$ cat src/rtl/run_ctrl.sv
// run_ctrl: loads a program into block memory, pulses core init, runs the core until
// its PC reaches HALT_PC or TIMEOUT run cycles elapse, then streams the ARF out.
// Latency: a block write appears the cycle after the word that completes it; core_init
// rises the cycle after the final write. Backpressure: load_ready is held for the whole
// load, so flushes never insert bubbles; each dump beat is held until dump_ready.
// Ports:
//   clk, rst                    clock, async active-high reset
//   start                       begin load/run/dump (honoured only in IDLE/DONE)
//   load_base_addr              byte address of the first program word
//   load_valid/ready/word/last  program word stream
//   mem_wr_*                    one-cycle block write (addr, data lanes, word mask)
//   core_init                   core initialisation pulse
//   core_pc                     core fetch PC, watched for HALT_PC during RUN
//   arf_in                      flattened ARF, captured when RUN ends
//   dump_valid/ready/idx/data   register dump stream, index order 0..N_REGS-1
//   done, timed_out, load_oob   status flags, cleared by start
//   cycle_count                 saturating RUN cycle count
module run_ctrl #(
  parameter int          WORD_WIDTH      = 32,
  parameter int          WORDS_PER_BLOCK = 4,
  parameter int          N_BLOCKS        = 64,
  parameter int          N_REGS          = 32,
  parameter logic [31:0] HALT_PC         = 32'h0,
  parameter int          TIMEOUT         = 1000,
  parameter int          INIT_CYCLES     = 1
) (
  input  logic                                  clk,
  input  logic                                  rst,
  input  logic                                  start,
  input  logic [31:0]                           load_base_addr,
  input  logic                                  load_valid,
  output logic                                  load_ready,
  input  logic [WORD_WIDTH-1:0]                 load_word,
  input  logic                                  load_last,
  output logic                                  mem_wr_en,
  output logic [$clog2(N_BLOCKS)-1:0]           mem_wr_block_addr,
  output logic [WORD_WIDTH*WORDS_PER_BLOCK-1:0] mem_wr_data,
  output logic [WORDS_PER_BLOCK-1:0]            mem_wr_wmask,
  output logic                                  core_init,
  input  logic [31:0]                           core_pc,
  input  logic [N_REGS*WORD_WIDTH-1:0]          arf_in,
  output logic                                  dump_valid,
  input  logic                                  dump_ready,
  output logic [$clog2(N_REGS)-1:0]             dump_idx,
  output logic [WORD_WIDTH-1:0]                 dump_data,
  output logic                                  done,
  output logic                                  timed_out,
  output logic                                  load_oob,
  output logic [31:0]                           cycle_count
);

  localparam int LANE_W = $clog2(WORDS_PER_BLOCK);
  localparam int BLK_W  = $clog2(N_BLOCKS);
  localparam int IDX_W  = $clog2(N_REGS);
  localparam int PTR_W  = 30;
  localparam int BIDX_W = PTR_W - LANE_W;
  localparam int BUF_W  = WORD_WIDTH * WORDS_PER_BLOCK;

  localparam logic [LANE_W-1:0] LANE_LAST  = LANE_W'(WORDS_PER_BLOCK - 1);
  localparam logic [BIDX_W-1:0] BIDX_LIMIT = BIDX_W'(N_BLOCKS);
  localparam logic [IDX_W-1:0]  IDX_LAST   = IDX_W'(N_REGS - 1);
  localparam logic [31:0]       INIT_LEN   = 32'(INIT_CYCLES);
  localparam logic [31:0]       TIMEOUT_C  = 32'(TIMEOUT);

  typedef enum logic [2:0] {
    ST_IDLE,
    ST_LOAD,
    ST_INIT,
    ST_RUN,
    ST_DUMP,
    ST_DONE
  } state_t;

  state_t r_state;
  state_t w_state_nxt;

  logic [PTR_W-1:0]           r_ptr;
  logic [BUF_W-1:0]           r_buf;
  logic [WORDS_PER_BLOCK-1:0] r_mask;
  logic                       r_wr_en;
  logic [BLK_W-1:0]           r_wr_addr;
  logic [BUF_W-1:0]           r_wr_data;
  logic [WORDS_PER_BLOCK-1:0] r_wr_mask;
  logic [31:0]                r_init_cnt;
  logic [31:0]                r_cycle_cnt;
  logic                       r_timed_out;
  logic                       r_load_oob;
  logic [N_REGS*WORD_WIDTH-1:0] r_arf;
  logic [IDX_W-1:0]           r_dump_idx;

  logic                       w_start_ok;
  logic                       w_accept;
  logic [LANE_W-1:0]          w_lane;
  logic [BIDX_W-1:0]          w_bidx;
  logic                       w_oob;
  logic                       w_flush;
  logic [BUF_W-1:0]           w_buf_nxt;
  logic [WORDS_PER_BLOCK-1:0] w_mask_nxt;
  logic [31:0]                w_cnt_inc;
  logic                       w_halt;
  logic                       w_timeout;
  logic                       w_dump_hs;
  logic [WORD_WIDTH-1:0]      w_dump_word;
  logic                       w_unused;

  // Byte-offset bits of the base address carry no information (word aligned).
  assign w_unused = &{1'b0, load_base_addr[1:0]};

  assign w_start_ok = start && (r_state == ST_IDLE || r_state == ST_DONE);
  assign w_accept   = load_valid && (r_state == ST_LOAD);
  assign w_lane     = r_ptr[LANE_W-1:0];
  assign w_bidx     = r_ptr[PTR_W-1:LANE_W];
  // Addresses beyond the last block are dropped rather than wrapped.
  assign w_oob      = (w_bidx >= BIDX_LIMIT);
  assign w_flush    = w_accept && !w_oob && (w_lane == LANE_LAST || load_last);
  assign w_cnt_inc  = (r_cycle_cnt == 32'hFFFF_FFFF) ? r_cycle_cnt : r_cycle_cnt + 32'd1;
  assign w_halt     = (core_pc == HALT_PC);
  // Timeout fires on the run cycle whose increment reaches TIMEOUT.
  assign w_timeout  = (w_cnt_inc >= TIMEOUT_C);
  assign w_dump_hs  = dump_ready && (r_state == ST_DUMP);

  // Block buffer with the incoming word merged in; used both to update the
  // buffer and as the flush payload so the completing word lands in the write.
  always_comb begin
    w_buf_nxt  = r_buf;
    w_mask_nxt = r_mask;
    for (int i = 0; i < WORDS_PER_BLOCK; i++) begin
      if (w_lane == LANE_W'(i)) begin
        w_buf_nxt[i*WORD_WIDTH +: WORD_WIDTH] = load_word;
        w_mask_nxt[i]                         = 1'b1;
      end
    end
  end

  always_comb begin
    w_dump_word = '0;
    for (int i = 0; i < N_REGS; i++) begin
      if (r_dump_idx == IDX_W'(i)) begin
        w_dump_word = r_arf[i*WORD_WIDTH +: WORD_WIDTH];
      end
    end
  end

  always_ff @(posedge clk or posedge rst) begin
    if (rst) begin
      r_state <= ST_IDLE;
    end else begin
      r_state <= w_state_nxt;
    end
  end

  always_comb begin
    w_state_nxt = r_state;
    load_ready  = 1'b0;
    core_init   = 1'b0;
    dump_valid  = 1'b0;
    dump_data   = '0;
    done        = 1'b0;
    case (r_state)
      ST_IDLE: begin
        if (w_start_ok) w_state_nxt = ST_LOAD;
      end
      ST_LOAD: begin
        load_ready = 1'b1;
        if (w_accept && load_last) w_state_nxt = ST_INIT;
      end
      ST_INIT: begin
        // Count 0 is the cycle carrying the final flush write; the pulse follows it.
        core_init = (r_init_cnt != 32'd0);
        if (r_init_cnt == INIT_LEN) w_state_nxt = ST_RUN;
      end
      ST_RUN: begin
        if (w_halt || w_timeout) w_state_nxt = ST_DUMP;
      end
      ST_DUMP: begin
        dump_valid = 1'b1;
        dump_data  = w_dump_word;
        if (w_dump_hs && r_dump_idx == IDX_LAST) w_state_nxt = ST_DONE;
      end
      ST_DONE: begin
        done = 1'b1;
        if (w_start_ok) w_state_nxt = ST_LOAD;
      end
      default: w_state_nxt = ST_IDLE;
    endcase
  end

  always_ff @(posedge clk or posedge rst) begin
    if (rst) begin
      r_ptr       <= '0;
      r_buf       <= '0;
      r_mask      <= '0;
      r_wr_en     <= 1'b0;
      r_wr_addr   <= '0;
      r_wr_data   <= '0;
      r_wr_mask   <= '0;
      r_init_cnt  <= '0;
      r_cycle_cnt <= '0;
      r_timed_out <= 1'b0;
      r_load_oob  <= 1'b0;
      r_arf       <= '0;
      r_dump_idx  <= '0;
    end else begin
      r_wr_en <= 1'b0;

      if (w_start_ok) begin
        r_ptr       <= load_base_addr[31:2];
        r_buf       <= '0;
        r_mask      <= '0;
        r_cycle_cnt <= '0;
        r_timed_out <= 1'b0;
        r_load_oob  <= 1'b0;
      end

      if (w_accept) begin
        r_ptr <= r_ptr + PTR_W'(1);
        if (w_oob) begin
          r_load_oob <= 1'b1;
        end else if (w_flush) begin
          r_wr_en   <= 1'b1;
          r_wr_addr <= w_bidx[BLK_W-1:0];
          r_wr_data <= w_buf_nxt;
          r_wr_mask <= w_mask_nxt;
          r_buf     <= '0;
          r_mask    <= '0;
        end else begin
          r_buf  <= w_buf_nxt;
          r_mask <= w_mask_nxt;
        end
      end

      if (r_state == ST_INIT) begin
        r_init_cnt <= r_init_cnt + 32'd1;
      end else begin
        r_init_cnt <= '0;
      end

      if (r_state == ST_RUN) begin
        r_cycle_cnt <= w_cnt_inc;
        if (w_halt || w_timeout) begin
          // A halt in the same cycle as the timeout is reported as a halt.
          r_timed_out <= !w_halt;
          r_arf       <= arf_in;
          r_dump_idx  <= '0;
        end
      end

      if (w_dump_hs && r_dump_idx != IDX_LAST) begin
        r_dump_idx <= r_dump_idx + IDX_W'(1);
      end
    end
  end

  assign mem_wr_en         = r_wr_en;
  assign mem_wr_block_addr = r_wr_addr;
  assign mem_wr_data       = r_wr_data;
  assign mem_wr_wmask      = r_wr_mask;
  assign dump_idx          = r_dump_idx;
  assign timed_out         = r_timed_out;
  assign load_oob          = r_load_oob;
  assign cycle_count       = r_cycle_cnt;

endmodule

$ cat config.mk
export PLATFORM = sky130hd
export DESIGN_NAME = run_ctrl
export DESIGN_NICKNAME = d
export VERILOG_FILES = /design/src/rtl/run_ctrl.sv
export SDC_FILE = /design/constraint.sdc
export NUM_CORES = 2
export LEC_CHECK = 0
export ABC_AREA = 1
export CORE_AREA = 2 2 516 518
export DETAILED_ROUTE_END_ITERATION = 12
export DIE_AREA = 0 0 518 520
export HOLD_SLACK_MARGIN = 0.05
export PLACE_DENSITY = 0.5
export SYNTH_ARGS = -nofsm -noshare
export SYNTH_HDL_FRONTEND = slang
export SYNTH_SLANG_ARGS = --single-unit
$ cat constraint.sdc
create_clock -name clk -period 53.6 [get_ports clk]
set_input_delay 8.04 -clock clk [delete_from_list [all_inputs] [get_ports clk]]
set_output_delay 8.04 -clock clk [all_outputs]
set_load 0.05 [all_outputs]
After elaboration in Yosys (flattened, before gate mapping)
Index checks and enable logic that the tools add are counted.
Word-level totals
  flip-flop bits (word level): 1399
  word-level logic and storage cells: 172
  input port bits: 1126
  output and inout bits: 214
Operators by class
  add/sub/neg operators: 4
  order comparisons: 2
  equal/unequal tests: 47
  reductions and logical operators: 27
  multiplexer cells: 77
  bitwise operators: 1
Operator list (number)
  two-way mux 32 bit: 41
  two-way mux 128 bit: 4
  equality test 5 bit (second input constant): 16
  adder 32 x 1 -> 32 bit (second input constant): 2
  two-way mux 30 bit: 2
  equality test 5 x 4 -> 1 bit (second input constant): 8
  equality test 32 x 1 -> 1 bit (second input constant): 1
  equality test 32 bit (second input constant): 1
  >= comparator 32 x 10 -> 1 bit (second input constant): 1
  zero test 32 bit: 1
  nonzero test 32 bit: 1
  adder 30 x 1 -> 30 bit (second input constant): 1
  >= comparator 28 x 7 -> 1 bit (second input constant): 1
  equality test 5 x 3 -> 1 bit (second input constant): 4
  two-way mux 1 bit: 17
  two-way mux 4 bit: 4
  two-way mux 3 bit: 5
  two-way mux 5 bit: 3
  case mux 3 bit (5 select lines): 1
  equality test 5 x 2 -> 1 bit (second input constant): 2
  logical AND 1 bit: 8
  nonzero test 2 bit: 4
  equality test 3 x 2 -> 1 bit (second input constant): 2
  equality test 3 bit (second input constant): 2
  other kinds (18): 26

Longest topological paths before layout
  depth after elaboration: 34
  depth in mapped cells: 38
  depth with buffers taken out: 38

Least setup slack after synthesis
OpenSTA, ideal clock, no wires.
  kind: register to output
  start: register r_dump_idx[0], in the netlist dump_idx[0]
  end: output port dump_data[10]
  cell stages (with the launch flop): 36
  arrival time: 4.318 ns
  path buffers: 2
  required time: 45.560 ns
  setup slack: 41.242 ns
  cells stage by stage: dfrtp_1 -> inv_1 -> ha_1 -> nand3_1 -> clkbuf_1 -> clkbuf_1 -> o21ai_0 -> o22ai_1 -> nor2_1 -> o21bai_1 -> nand3_1 -> nand3_1 -> nand2_1 -> nand3_1 -> nand3_1 -> nand2_1 -> nand2_1 -> nand2_1 -> nand2_1 -> nand3_1 -> nand3_1 -> nand3_1 -> nand3_1 -> nand3_1 -> nand3_1 -> nand3_1 -> nand3_1 -> nand2_1 -> nand2_1 -> nand2_1 -> nand2_1 -> nand2_1 -> nand2_1 -> nand2_1 -> nand2_1 -> a21oi_1
Between the ends
  longest elaborated chain between the ends: 34
  elaborated cells between the ends (all ways): 65
  those cells by class: eq/ne: 31; mux: 33; reduce/logical: 1
Ends and longest elaborated chain
  start: declaration: RTL line 89  | logic [IDX_W-1:0] r_dump_idx;
  start signal: assignment: RTL line 249  | r_dump_idx <= r_dump_idx + IDX_W'(1);
  zero test 5 bit: RTL line 138  | if (r_dump_idx == IDX_W'(i)) begin
  two-way mux 32 bit (31 in a row): RTL line 138
  two-way mux 32 bit (*): RTL line 138
  two-way mux 32 bit (*): RTL line 159  | case (r_state)
  end: declaration: RTL line 45  | output logic [WORD_WIDTH-1:0] dump_data,
Every way passes the cells marked *; elsewhere a longest branch is shown, timed or not.

Worst setup path after layout
  start: register r_dump_idx[4], in the netlist dump_idx[4]
  end: output port dump_data[0]
The elaborated chain is that of the path after synthesis.

==> flow_summary.json <==
{
  "period_minus_slack_ps": 17330,
  "drtPass1Iterations": 6,
  "cp.required_ps": 45560,
  "postCtsSetupRepairBufs": 0,
  "end_kind": "output port",
  "combPwrFrac_pct": 48.0,
  "drive_above_1_share_pct": 4.544,
  "synth.avg_cell_area_um2": 7.612,
  "setup_tns_ps": 0,
  "r2r-start": "cycle_count[0]",
  "reg2reg_to": "r_arf[533]",
  "pwr-share-clk_pct": 22.2,
  "switchingPower_mw": 2.650,
  "initial_core_util_pct": 25.42,
  "rrSetupSlack_ps": 45210,
  "maxSlewHeadroom_pct": 19.77,
  "finalWirelength_mm": 321.3,
  "path_clk_slew_ps": 60,
  "ys_top_cells_by_area": "dfrtp_1 (52%), nand2_1 (21%), nand3_1 (5.0%), inv_1 (4.6%), o21ai_0 (3.1%)",
  "pin_count": 1340,
  "ir_drop_uv": 45.29,
  "syn-cell-area_um2": 67090,
  "yosys_warnings": 0,
  "status": "completed",
  "area_growth_syn_to_layout_pct": 33.18,
  "grt_max_degree": 231,
  "synth-seq-cells": 1399,
  "critPathSlowestCell": "clkinv_1",
  "routed_via_density": 4.684,
  "coreArea_um2": 263900,
  "clk_latency_ps": 870,
  "dieArea_um2": 269400,
  "ant_nets": 0,
  "rows": 189,
  "async_flop_share_pct": 100.0,
  "cts_buffers": 173,
  "grt_pass1_vias": 63070,
  "worstHoldStart": "mem_wr_data[71]",
  "p_sw_share_pct": 47.61,
  "nets": 11040,
  "ff2ff_path_depth": 29,
  "num_vias": 63790,
  "hold_end": "mem_wr_data[71]",
  "holdWs_ps": 470.5,
  "grt_usage_pct": 23.16,
  "drt_iter0_markers": 5476,
  "synthDistinctLibCells": 50,
  "cts_hold_buffers": 0,
  "multi_input_comb_area_um2": 26340,
  "cpPeakStageDelay_ps": 900,
  "p_seq_share_pct": 29.8,
  "period_share_pct": 32.32,
  "grt_pass1_wl_mm": 456.4,
  "cts_max_path_buffers": 3,
  "die_w_um": 518,
  "cp_max_fo": 48,
  "yosysTopAreaCell": "dfrtp_1",
  "maxCapViolations": 0,
  "gp_congestion": 0.9203,
  "place_hpwl_mm": 237.2,
  "hold_viol": 0,
  "path_class": "flop to output port",
  "die_y_um": 520,
  "setup_ws_ps": 36270,
  "p_leak_nw": 41.25,
  "wl_per_cell_um": 23.59,
  "synth-edff-count": 0,
  "place_ws_ps": 36730,
  "fillers": 28010,
  "startpoint_type": "flop",
  "htreeDepth": 4,
  "ff_latch_area_um2": 35010,
  "cts_tree": "done",
  "cts_resized": 0,
  "syn_nets": 9953,
  "internal-power_mw": 2.915,
  "rsz0062_at_grt": "no",
  "clock_sinks": 1399,
  "hold-path-cell-count": 2,
  "yosysTopAreaCellShare_pct": 52.18,
  "powerDensity_nw_per_um2": 62.28,
  "setup_viol": 0,
  "worstPathArrival_ps": 9290,
  "drc_errors": 0,
  "final_util_pct": 33.85,
  "max_freq_ghz": 0.05772,
  "netlist_instances": 8813,
  "worstMarginPinSlew_ps": 1203,
  "cts_root_buf": "clkbuf_16",
  "skew_ps": 90.46,
  "drv_slew": 0,
  "antenna_found_initial": 126,
  "io_buffers": 1337,
  "hold_class": "flop to flop",
  "synthFlopType": "dfrtp_1",
  "grt-ovfl-total": 0,
  "seq_area_frac_synth_pct": 52.18,
  "crit_top_cell": "nand3_1"
}
-- cells in the mapped netlist, types with 32 or more instances --
master	count
nand4_1	47
o22ai_1	33
a31oi_1	42
nor2_1	197
nand3_1	666
o31ai_1	98
buf_6	77
inv_1	828
nand2_1	3764
dfrtp_1	1399
clkbuf_1	324
nor3_1	41
a21oi_1	241
o21ai_1	327
o211ai_1	34
buf_2	94
o21ai_0	411
xor2_1	32
-- registers in the layout, indices dropped and copies added, names as in the netlist --
register,count
cycle_count,32
dump_idx,5
load_oob,1
mem_wr_block_addr,6
mem_wr_data,128
mem_wr_en,1
mem_wr_wmask,4
r_arf,1024
r_buf,128
r_init_cnt,32
r_mask,4
r_ptr,30
r_state,3
timed_out,1
-- cell families after synthesis --
group	count (synthesis)	synth area share, %
multiplexers	1	0.01678
AND/OR/NAND/NOR	4760	28.34
adder cells (fa/ha/maj)	14	0.2611
buffers and inverters	1382	8.803
AO/OA/AOI/OAI	1224	9.954
flip-flops	1399	52.18
XOR/XNOR	33	0.4420
-- worst max-delay path: cells and delay by family (launching register included) --
family                 cells  cell delay (ps)
buffers and inverters      4             2810
AND/OR/NAND/NOR           30             4400
AO/OA/AOI/OAI              2              390
flip-flops                 1              760
-- final cells by class --
type | count | area share [%]
multi-input cells | 6032 | 29.49
repair buffers | 1439 | 15.92
clock buffers | 250 | 5.674
flip-flops and latches | 1399 | 39.18
inverters | 850 | 3.591
clock inverters | 65 | 1.059
diodes | 50 | 0.1400
well taps | 3533 | 4.948
-- through the flow --
| stage | power, mW | std cells | cell area, µm² |
|---|---|---|---|
| after floorplan | 3.222 | 8813 | 67090 |
| final | 5.565 | 13620 | 89350 |
| after global routing | 5.968 | 13600 | 89310 |
| after global placement | 4.358 | 13250 | 83200 |
| after CTS | 5.649 | 13570 | 89220 |
| after detailed placement | 4.386 | 13250 | 83200 |
-- layer usage --
metal	global-route usage [%]	up-vias	share of wire (%)	wire, µm
met5	0	-	0.10	328
met1	30.17	30940	43	138100
met4	9.741	50	4.0	12850
met2	37.11	2317	46	149100
li1	-	29970	-	-
met3	4.988	504	6.5	20970
-- layout by cell type, fill, tap and decap left out, types with 174 or more instances in the layout --
cell | Yosys | routed
a21oi_1 | 241 | 241
nor2_1 | 197 | 179
clkdlybuf4s50_1 | 0 | 1337
clkbuf_16 | 0 | 174
o21ai_1 | 327 | 327
dfrtp_1 | 1399 | 1399
nand2_1 | 3764 | 3761
nand3_1 | 666 | 661
inv_1 | 828 | 825
o21ai_0 | 411 | 411
-- worst max-delay path by stage --
stage	from	end	slack [ps]	depth (start not counted)
after floorplan	rst	cycle_count[0]	6110	1
final	dump_idx[4]	dump_data[0]	36270	36
after detailed placement	dump_idx[4]	dump_data[0]	36730	36
after global placement	dump_idx[4]	dump_data[0]	36720	36
after global routing	dump_idx[4]	dump_data[0]	35600	36
after CTS	dump_idx[4]	dump_data[0]	35790	36
-- power by group through the flow --
stage / combinational (mW) / sequential [mW] / clock, mW
after floorplan: 1.53 / 1.69 / 0
after global placement: 2.70 / 1.66 / 0
after detailed placement: 2.72 / 1.67 / 0
after CTS: 2.73 / 1.65 / 1.26
after global routing: 2.96 / 1.70 / 1.31
final: 2.67 / 1.66 / 1.24
Note: power is estimated with default switching activity, not from simulation.
